==> src/rtl/uart_frame_pkg.sv <==
// Shared types and constants for the UART frame parser.
package uart_frame_pkg;

   typedef enum logic [2:0] {
      S_ADDR = 3'd0,
      S_CMD  = 3'd1,
      S_LEN  = 3'd2,
      S_PAY  = 3'd3,
      S_CHK  = 3'd4
   } state_e;

   localparam logic [1:0] ERR_NONE = 2'd0;
   localparam logic [1:0] ERR_CHK  = 2'd1;
   localparam logic [1:0] ERR_OVF  = 2'd2;
   localparam logic [1:0] ERR_TMO  = 2'd3;

   // 2*255+3 = 513 needs ten bits
   localparam int PAY_LEN_W = 10;

   function automatic logic [PAY_LEN_W-1:0] pay_len(input logic [7:0] len);
      return {1'b0, len, 1'b0} + 10'd3;
   endfunction

endpackage

==> src/rtl/uart_frame_parser_if.sv <==
// Byte-in / header / payload / status bundle of the frame parser.
interface uart_frame_parser_if;
   logic [7:0] rx_byte;
   logic       rx_strobe;
   logic [7:0] hdr_addr;
   logic [7:0] hdr_cmd;
   logic [7:0] hdr_len;
   logic       hdr_valid;
   logic [7:0] pl_data;
   logic       pl_last;
   logic       pl_valid;
   logic       pl_ready;
   logic       frame_ok;
   logic       frame_err;
   logic [1:0] err_code;

   modport slave (
      input  rx_byte, rx_strobe, pl_ready,
      output hdr_addr, hdr_cmd, hdr_len, hdr_valid,
             pl_data, pl_last, pl_valid, frame_ok, frame_err, err_code
   );

   modport master (
      output rx_byte, rx_strobe, pl_ready,
      input  hdr_addr, hdr_cmd, hdr_len, hdr_valid,
             pl_data, pl_last, pl_valid, frame_ok, frame_err, err_code
   );
endinterface

==> src/rtl/frame_byte_fifo.sv <==
// Synchronous payload FIFO; a pop frees room for a same-cycle push when full.
module frame_byte_fifo #(
   parameter int DEPTH = 16,
   parameter int W     = 9
) (
   input  logic         clock,
   input  logic         reset,
   input  logic         push_i,
   input  logic [W-1:0] din_i,
   input  logic         pop_i,
   output logic [W-1:0] dout_o,
   output logic         empty_o,
   output logic         drop_o
);
   localparam int AW = $clog2(DEPTH);
   localparam logic [AW:0] FULL_CNT = DEPTH[AW:0];

   logic [W-1:0]  mem_q [DEPTH];
   logic [AW-1:0] wr_q, rd_q;
   logic [AW:0]   cnt_q, cnt_d;
   logic          pop_ok_s, push_ok_s, full_s;

   assign empty_o   = (cnt_q == '0);
   assign full_s    = (cnt_q == FULL_CNT);
   assign pop_ok_s  = pop_i & ~empty_o;
   assign push_ok_s = push_i & (~full_s | pop_ok_s);
   assign drop_o    = push_i & full_s & ~pop_ok_s;
   assign dout_o    = mem_q[rd_q];

   always_comb begin
      case ({push_ok_s, pop_ok_s})
         2'b10:   cnt_d = cnt_q + 1'b1;
         2'b01:   cnt_d = cnt_q - 1'b1;
         default: cnt_d = cnt_q;
      endcase
   end

   always_ff @(posedge clock or posedge reset) begin
      if (reset) begin
         for (int i = 0; i < DEPTH; i++) mem_q[i] <= '0;
         wr_q  <= '0;
         rd_q  <= '0;
         cnt_q <= '0;
      end else begin
         if (push_ok_s) begin
            mem_q[wr_q] <= din_i;
            wr_q        <= wr_q + 1'b1;
         end
         if (pop_ok_s) rd_q <= rd_q + 1'b1;
         cnt_q <= cnt_d;
      end
   end
endmodule

==> src/rtl/uart_frame_parser.sv <==
// Parses ADDR/CMD/LEN/PAYLOAD/CHK frames from a UART byte stream.
// Optional ADDR_FILTER_EN: frames for other addresses are tracked but produce no outputs.
module uart_frame_parser
   import uart_frame_pkg::*;
#(
   parameter int FIFO_DEPTH  = 16,
   parameter int TIMEOUT_CYC = 50000
`ifdef ADDR_FILTER_EN
   , parameter logic [7:0] NODE_ADDR = 8'h12
`endif
) (
   input  logic               clock,
   input  logic               reset,
   uart_frame_parser_if.slave fp
);
   localparam int TMO_W = $clog2(TIMEOUT_CYC);
   localparam logic [TMO_W-1:0] TMO_LAST = TMO_W'(TIMEOUT_CYC - 1);
   localparam logic [PAY_LEN_W-1:0] REM_ONE = PAY_LEN_W'(1);

   state_e                state_q, state_d;
   logic                  strobe_q, accept_s, tmo_s, addr_hit_s, push_s, drop_s, empty_s;
   logic [7:0]            chk_q, chk_d, hdr_addr_q, hdr_addr_d, hdr_cmd_q, hdr_cmd_d;
   logic [7:0]            hdr_len_q, hdr_len_d;
   logic [PAY_LEN_W-1:0]  rem_q, rem_d;
   logic [TMO_W-1:0]      idle_q, idle_d;
   logic                  ovf_q, ovf_d, match_q, match_d;
   logic                  hdr_valid_q, hdr_valid_d, frame_ok_q, frame_ok_d, frame_err_q, frame_err_d;
   logic [1:0]            err_code_q, err_code_d;
   logic [8:0]            head_s;

   assign accept_s = fp.rx_strobe & ~strobe_q;
   assign tmo_s    = (state_q != S_ADDR) & ~accept_s & (idle_q == TMO_LAST);
   assign push_s   = accept_s & (state_q == S_PAY) & match_q;

`ifdef ADDR_FILTER_EN
   assign addr_hit_s = (fp.rx_byte == NODE_ADDR);
`else
   assign addr_hit_s = 1'b1;
`endif

   frame_byte_fifo #(.DEPTH(FIFO_DEPTH), .W(9)) u_fifo (
      .clock   (clock),
      .reset   (reset),
      .push_i  (push_s),
      .din_i   ({rem_q == REM_ONE, fp.rx_byte}),
      .pop_i   (fp.pl_ready),
      .dout_o  (head_s),
      .empty_o (empty_s),
      .drop_o  (drop_s)
   );

   always_ff @(posedge clock or posedge reset) begin
      if (reset) state_q <= S_ADDR;
      else       state_q <= state_d;
   end

   always_comb begin
      state_d = state_q;
      if (tmo_s) begin
         state_d = S_ADDR;
      end else if (accept_s) begin
         case (state_q)
            S_ADDR:  state_d = S_CMD;
            S_CMD:   state_d = S_LEN;
            S_LEN:   state_d = S_PAY;
            S_PAY:   state_d = (rem_q == REM_ONE) ? S_CHK : S_PAY;
            S_CHK:   state_d = S_ADDR;
            default: state_d = S_ADDR;
         endcase
      end else begin
         state_d = state_q;
      end
   end

   // Datapath and registered-output next values, driven by the accepted byte.
   always_comb begin
      chk_d       = chk_q;
      rem_d       = rem_q;
      ovf_d       = ovf_q;
      match_d     = match_q;
      hdr_addr_d  = hdr_addr_q;
      hdr_cmd_d   = hdr_cmd_q;
      hdr_len_d   = hdr_len_q;
      hdr_valid_d = 1'b0;
      frame_ok_d  = 1'b0;
      frame_err_d = 1'b0;
      err_code_d  = err_code_q;
      idle_d      = (state_q == S_ADDR || accept_s || tmo_s) ? '0 : idle_q + 1'b1;
      if (tmo_s) begin
         frame_err_d = match_q;
         err_code_d  = match_q ? ERR_TMO : err_code_q;
      end else if (accept_s) begin
         case (state_q)
            S_ADDR: begin
               chk_d      = fp.rx_byte;
               ovf_d      = 1'b0;
               match_d    = addr_hit_s;
               hdr_addr_d = addr_hit_s ? fp.rx_byte : hdr_addr_q;
            end
            S_CMD: begin
               chk_d     = chk_q ^ fp.rx_byte;
               hdr_cmd_d = match_q ? fp.rx_byte : hdr_cmd_q;
            end
            S_LEN: begin
               chk_d       = chk_q ^ fp.rx_byte;
               rem_d       = pay_len(fp.rx_byte);
               hdr_len_d   = match_q ? fp.rx_byte : hdr_len_q;
               hdr_valid_d = match_q;
            end
            S_PAY: begin
               chk_d = chk_q ^ fp.rx_byte;
               rem_d = rem_q - 1'b1;
               ovf_d = ovf_q | drop_s;
            end
            S_CHK: begin
               if (!match_q) begin
                  err_code_d = err_code_q;
               end else if (ovf_q) begin
                  frame_err_d = 1'b1;
                  err_code_d  = ERR_OVF;
               end else if (fp.rx_byte == chk_q) begin
                  frame_ok_d = 1'b1;
                  err_code_d = ERR_NONE;
               end else begin
                  frame_err_d = 1'b1;
                  err_code_d  = ERR_CHK;
               end
            end
            default: chk_d = chk_q;
         endcase
      end else begin
         chk_d = chk_q;
      end
   end

   always_ff @(posedge clock or posedge reset) begin
      if (reset) begin
         strobe_q    <= 1'b0;
         chk_q       <= '0;
         rem_q       <= '0;
         idle_q      <= '0;
         ovf_q       <= 1'b0;
         match_q     <= 1'b0;
         hdr_addr_q  <= '0;
         hdr_cmd_q   <= '0;
         hdr_len_q   <= '0;
         hdr_valid_q <= 1'b0;
         frame_ok_q  <= 1'b0;
         frame_err_q <= 1'b0;
         err_code_q  <= ERR_NONE;
      end else begin
         strobe_q    <= fp.rx_strobe;
         chk_q       <= chk_d;
         rem_q       <= rem_d;
         idle_q      <= idle_d;
         ovf_q       <= ovf_d;
         match_q     <= match_d;
         hdr_addr_q  <= hdr_addr_d;
         hdr_cmd_q   <= hdr_cmd_d;
         hdr_len_q   <= hdr_len_d;
         hdr_valid_q <= hdr_valid_d;
         frame_ok_q  <= frame_ok_d;
         frame_err_q <= frame_err_d;
         err_code_q  <= err_code_d;
      end
   end

   assign fp.hdr_addr  = hdr_addr_q;
   assign fp.hdr_cmd   = hdr_cmd_q;
   assign fp.hdr_len   = hdr_len_q;
   assign fp.hdr_valid = hdr_valid_q;
   assign fp.pl_data   = head_s[7:0];
   assign fp.pl_last   = head_s[8];
   assign fp.pl_valid  = ~empty_s;
   assign fp.frame_ok  = frame_ok_q;
   assign fp.frame_err = frame_err_q;
   assign fp.err_code  = err_code_q;
endmodule

==> src/flat_wrapper.sv <==
// flat-port wrapper written by rule: the top's interface ports become plain ports
module uart_frame_parser_flat import uart_frame_pkg::*;
#(
   parameter int FIFO_DEPTH  = 16,
   parameter int TIMEOUT_CYC = 50000

)
  (clock, reset, fp_rx_byte, fp_rx_strobe, fp_pl_ready, fp_hdr_addr, fp_hdr_cmd, fp_hdr_len, fp_hdr_valid, fp_pl_data, fp_pl_last, fp_pl_valid, fp_frame_ok, fp_frame_err, fp_err_code);
  uart_frame_parser_if fp_i ();
  input  logic clock;
  input  logic reset;
  input wire logic [$bits(fp_i.rx_byte)-1:0] fp_rx_byte;
  input wire logic [$bits(fp_i.rx_strobe)-1:0] fp_rx_strobe;
  input wire logic [$bits(fp_i.pl_ready)-1:0] fp_pl_ready;
  output wire logic [$bits(fp_i.hdr_addr)-1:0] fp_hdr_addr;
  output wire logic [$bits(fp_i.hdr_cmd)-1:0] fp_hdr_cmd;
  output wire logic [$bits(fp_i.hdr_len)-1:0] fp_hdr_len;
  output wire logic [$bits(fp_i.hdr_valid)-1:0] fp_hdr_valid;
  output wire logic [$bits(fp_i.pl_data)-1:0] fp_pl_data;
  output wire logic [$bits(fp_i.pl_last)-1:0] fp_pl_last;
  output wire logic [$bits(fp_i.pl_valid)-1:0] fp_pl_valid;
  output wire logic [$bits(fp_i.frame_ok)-1:0] fp_frame_ok;
  output wire logic [$bits(fp_i.frame_err)-1:0] fp_frame_err;
  output wire logic [$bits(fp_i.err_code)-1:0] fp_err_code;
  assign fp_i.rx_byte = fp_rx_byte;
  assign fp_i.rx_strobe = fp_rx_strobe;
  assign fp_i.pl_ready = fp_pl_ready;
  assign fp_hdr_addr = fp_i.hdr_addr;
  assign fp_hdr_cmd = fp_i.hdr_cmd;
  assign fp_hdr_len = fp_i.hdr_len;
  assign fp_hdr_valid = fp_i.hdr_valid;
  assign fp_pl_data = fp_i.pl_data;
  assign fp_pl_last = fp_i.pl_last;
  assign fp_pl_valid = fp_i.pl_valid;
  assign fp_frame_ok = fp_i.frame_ok;
  assign fp_frame_err = fp_i.frame_err;
  assign fp_err_code = fp_i.err_code;
  uart_frame_parser #(.FIFO_DEPTH(FIFO_DEPTH), .TIMEOUT_CYC(TIMEOUT_CYC)) u_core (.clock(clock), .reset(reset), .fp(fp_i));
endmodule
==> config.mk <==
export PLATFORM = sky130hd
export DESIGN_NAME = uart_frame_parser_flat
export DESIGN_NICKNAME = d
export VERILOG_FILES = /design/src/rtl/uart_frame_pkg.sv /design/src/rtl/uart_frame_parser_if.sv /design/src/rtl/frame_byte_fifo.sv /design/src/rtl/uart_frame_parser.sv /design/src/flat_wrapper.sv
export SDC_FILE = /design/constraint.sdc
export NUM_CORES = 1
export LEC_CHECK = 0
export CORE_MARGIN = 2
export CORE_UTILIZATION = 50
export CTS_CLUSTER_SIZE = 12
export DETAILED_ROUTE_END_ITERATION = 8
export GPL_TIMING_DRIVEN = 0
export PLACE_DENSITY_LB_ADDON = 0.08
export SYNTH_ARGS = -nofsm -noshare
export SYNTH_HDL_FRONTEND = slang
export SYNTH_SLANG_ARGS = --single-unit
==> constraint.sdc <==
create_clock -name clock -period 10.7 [get_ports clock]
set_clock_uncertainty 0.1 [all_clocks]
set_input_delay 1.605 -clock clock [delete_from_list [all_inputs] [get_ports clock]]
set_output_delay 1.605 -clock clock [all_outputs]
set_load 0.02 [all_outputs]
# Word level (Yosys, flattened, before mapping)
# Cells that the tools add are included.
# word_totals
register_bits,226
input_bits,12
out_inout_bits,39
wordCells,132
# classes
n_addsub,7
n_lt_le_gt_ge,3
eq_ne,12
n_mux,37
bitwise_logic,20
reduce_logical,20
# ops
cell,n
$bwmux W144,1
$bmux W9 S4,1
$demux W9 S4,1
$mux W9,3
$pmux W10 S2,1
$add A16 B1 Y16 const B,1
$eq A16 B16 Y1 const B,1
$mux W1,16
$mux W16,1
$pmux W8 S2,1
$mux W2,6
$pmux W3 S4,1
$reduce_and A3 Y1,4
$reduce_and A4 Y1,3
$reduce_bool A2 Y1,6
$add A9 B2 Y10 const B,1
$eq A10 B1 Y1 const B,1
$ge A5 B5 Y1 const B,2
$not A4 Y5,2
$pmux W5 S2,1
$sub A10 B1 Y10 const B,1
$and A1 B1 Y1,9
$mux W3,3
$add A4 B1 Y4 const B,2
21 further kinds,30

# Depth between registers and ports, before layout
# logic_depth
word_depth,8
depth_mapped,11
ltp_nobuf,9

# By module
# From an unflattened synthesis, not the netlist that was laid out.
# hier_totals
cells_unflattened,807
area_unflattened_um2,10709.0
# modules_own_cells
mod,n_inst,cells_per_inst,area_per_inst_um2,seq_area_each_um2
frame_byte_fifo,1,479,7327.0,3928.8
uart_frame_parser,1,328,3382.0,1726.7

# Worst setup path after synthesis
# OpenSTA, ideal clock, no wires.
# synth_path
path_kind,reg2out
from,register u_core.u_fifo.rd_q[0]
to,output port fp_pl_data[0]
t_arrival_ns,2.006
required_time_ns,8.995
slack_ns,6.989
stages_incl_launch_ff,5
n_path_buf,2
cell_sequence,dfrtp_1 buf_2 buf_2 mux4_2 mux4_2
# synth_via
elab_chain_cells,4
# synth_lines
item,line,rtl
"start, declared",frame_byte_fifo.sv:19,"logic [AW-1:0] wr_q, rd_q;"
"start signal, assigned",frame_byte_fifo.sv:49,if (pop_ok_s) rd_q <= rd_q + 1'b1;
$not A4 Y5 (not written as such),frame_byte_fifo.sv:28,assign dout_o = mem_q[rd_q];
$bmux W9 S4,frame_byte_fifo.sv:28,
$mux W9 (not written as such) (2 in series),frame_byte_fifo.sv:28,
"end, declared",flat_wrapper.sv:19,output wire logic [$bits(fp_i.pl_data)-1:0] fp_pl_data;
# Every way passes these cells. The select of a mux whose other input is x is not followed.

# Final worst setup path
# layout_path
from,register u_core.u_fifo.rd_q[0]
to,output port fp_pl_data[3]
# The elaborated chain is that of the path after synthesis.

==> qor.yml <==
p_sw_uw: 893
grt_pass1_wl_um: 39800
ir_drop_mv: 0.142
pwr-share-comb: 0.299
powerDensity_nw_per_um2: 229
syn-num-nets: 811
drv_slew: 0
place.port_buffers: 44
grt.overflow.total: 0
fin_setup_tns_ns: 0
p_total_uw: 2870
final_common_cell: "dfrtp_1"
antenna_found_initial: 0
grt_max_degree: 123
via_per_inst: 5.89
timing.slew.headroom: 0.305
grtUsageTotal: 0.225
drive_gt1_frac: 0.329
finalHoldViolCount: 0
ios: 51
nets: 883
pwr-share-clk: 0.297
post_cts_resized: 0
synthArstFlopShare: 1.00
post_cts_buffers: 0
drc: 0
hold_slack_ns: 0.390
path_clk_slew_ns: 0.06
diodes: 0
ys_ff_latch: 226
avgRoutedWirePerCell_um: 21.6
clockBufferDepth: 3
synth.avg_cell_area_um2: 13.8
area_growth_pct: 15.0
cts_htree_levels: 1
ys_types: 66
dr_total_vias: 6814
drt_iter0_drc: 311
ant_nets: 0
r2r_end: "u_core.u_fifo.cnt_q[4]"
status: "complete, no violations"
grt_pass1_vias: 7017
hp-class: "flop to flop"
cts_buffers: 25
p_int_uw: 1980
dp_hpwl_um: 17400
coreArea_um2: 21600
rsz0062_at_grt: "no"
use_met1: 0.312
grt_util_met2: 0.383
start_util: 0.505
num_rows: 54
setup_violations: 0
grtUsageMet3: 0.0284
crit_path_end_kind: "output pin"
crit_start: "u_core.u_fifo.rd_q[0]"
crit_type: "flop to output pin"
die_x_um: 152
swShare: 0.311
place.gp.congestion: 0.832
final_cell_mix: "dfrtp_1 (226), mux2_2 (138), mux4_2 (45), clkdlybuf4s50_1 (44), nor2_1 (42)"
dieArea_um2: 23000
clk_latency_ns: 0.52
synthFlopType: "dfrtp_1"
p_seq_frac: 0.404
reg2reg_slack_ns: 7.76
critPathLaunchType: "flop"
max_slew.worst_pin.slew_ns: 1.04
cp_max_fo: 10
cts_tree: "built"
cts_root_buf: "clkbuf_16"
die_y_um: 152
ctsHoldBuffers: 0
fin_crit_sh: 0.482
synth_cells: 789
maxCapViolations: 0
post-route-util: 0.580
dr.pass1.iters: 5
wl_um: 25000
fin_crit_ns: 5.16
cp_data_required_time_ns: 9.00
worstRegToRegCells: 10
power_leakage_uw: 0.00561
arrival_ns: 3.46
crit_path_end: "fp_pl_data[3]"
clock_sinks: 226
synth_warnings: 0
r2r_start: "u_core.u_fifo.cnt_q[0]"
busiest_layer: "met2"
ys_seq_area_frac: 0.518
synth_edf_count: 0
fmax_mhz: 194
netlist_area_um2: 10900
logic make-up (layout without fill, tap and decap cells):
group | Yosys count | count (layout) | share of synthesized area
flops | 226 | 226 | 0.518
simple gates | 160 | 160 | 0.0837
mux | 214 | 214 | 0.276
buf+inv | 68 | 155 | 0.0287
fa+ha+maj | 10 | 10 | 0.0115
compound gates | 72 | 72 | 0.0502
xor+xnor | 39 | 39 | 0.0313
metrics by stage:
step           setup slack [ns]  cells  instance area [um^2]
2_1_floorplan              2.80    789                 10900
4_1_cts                    5.46   1156                 12500
3_3_place_gp              0.301   1113                 11700
5_1_grt                    5.37   1156                 12500
3_5_place_dp               6.05   1114                 11700
6_report                   5.54   1156                 12500
state kept, by name, summed over array words and instances (netlist names):
signal and flops:
u_core.u_fifo.mem_q 144, u_core.idle_q 16, u_core.rem_q 10, u_core.chk_q 8
u_core.fp.hdr_addr 8, u_core.fp.hdr_cmd 8, u_core.fp.hdr_len 8, u_core.u_fifo.cnt_q 5
u_core.u_fifo.rd_q 4, u_core.u_fifo.wr_q 4, u_core.state_q 3, u_core.fp.err_code 2
u_core.fp.frame_err 1, u_core.fp.frame_ok 1, u_core.fp.hdr_valid 1, u_core.match_q 1
u_core.ovf_q 1, u_core.strobe_q 1
worst min-delay path by stage:
stage / depth (start not counted) / slack [ns] / endpoint / start
final: 1 / 0.39 / u_core.idle_q[0] / u_core.idle_q[0]
after global routing: 1 / 0.41 / u_core.idle_q[0] / u_core.idle_q[0]
after CTS: 2 / 0.39 / u_core.u_fifo.mem_q[107] / u_core.u_fifo.mem_q[107]
after detailed placement: 2 / 0.38 / u_core.u_fifo.mem_q[107] / u_core.u_fifo.mem_q[107]
after global placement: 2 / 0.36 / u_core.u_fifo.mem_q[107] / u_core.u_fifo.mem_q[107]
after floorplan: 2 / 0.34 / u_core.u_fifo.mem_q[89] / u_core.u_fifo.mem_q[89]
critical path: stages (launching register included):
cell and delay (ns):
dfrtp_1 0.37, buf_2 0.38, buf_2 0.50, mux4_2 0.61
mux4_2 0.51, clkdlybuf4s50_1 0.56
Yosys cell counts, drive strengths merged (2+ instances only):
library cell  count  share of area
inv              14         0.0048
and3b             5         0.0040
nor3b             2         0.0014
clkbuf           35          0.012
ha               10          0.011
or4b              3         0.0028
mux2            165           0.18
nand3b            3         0.0021
nor4bb            3         0.0028
nor4             10         0.0063
nand4b            2         0.0022
dfrtp           226           0.52
buf              19          0.012
a22oi             2         0.0014
and3              4         0.0023
a211oi            3         0.0025
o2bb2ai           2         0.0016
nor4b             4         0.0052
nand2            30          0.010
a221o             3         0.0028
nand4            10         0.0057
mux2i             4         0.0037
xor2              6         0.0048
nor2             45          0.016
nand2b            5         0.0029
or4               3         0.0024
and2              2         0.0011
a21oi            16         0.0073
a22o              2         0.0016
a311oi            8         0.0064
o21ai            19         0.0091
a31oi             5         0.0029
mux4             45          0.093
xnor2            33          0.026
nor3             11         0.0060
o2111ai           5         0.0079
nand3            12         0.0060
power groups by stage:
stage | combinational (uW) | clock, uW | sequential, uW
3_3_place_gp | 842 | 0 | 1160
2_1_floorplan | 547 | 0 | 1190
3_5_place_dp | 865 | 0 | 1170
4_1_cts | 868 | 871 | 1160
6_report | 859 | 853 | 1160
5_1_grt | 931 | 904 | 1180
layout make-up:
class | instances | area [um^2]
clock inverter | 9 | 124
clock buffer | 33 | 686
fill | 1736 | 9080
timing repair buffer | 45 | 468
inverter | 14 | 60.1
tap | 280 | 350
sequential | 226 | 5660
buffer | 54 | 260
multi-input combinational | 495 | 4940
routing by layer:
metal  part of all wire  wire, um  vias to the layer above
met2               0.50     12600                      143
li1                   -         -                     3053
met1               0.45     11200                     3594
met5                  0         0                        -
met4              0.014       358                        0
met3              0.034       847                       24
Note: power is estimated with default switching activity, not from simulation.
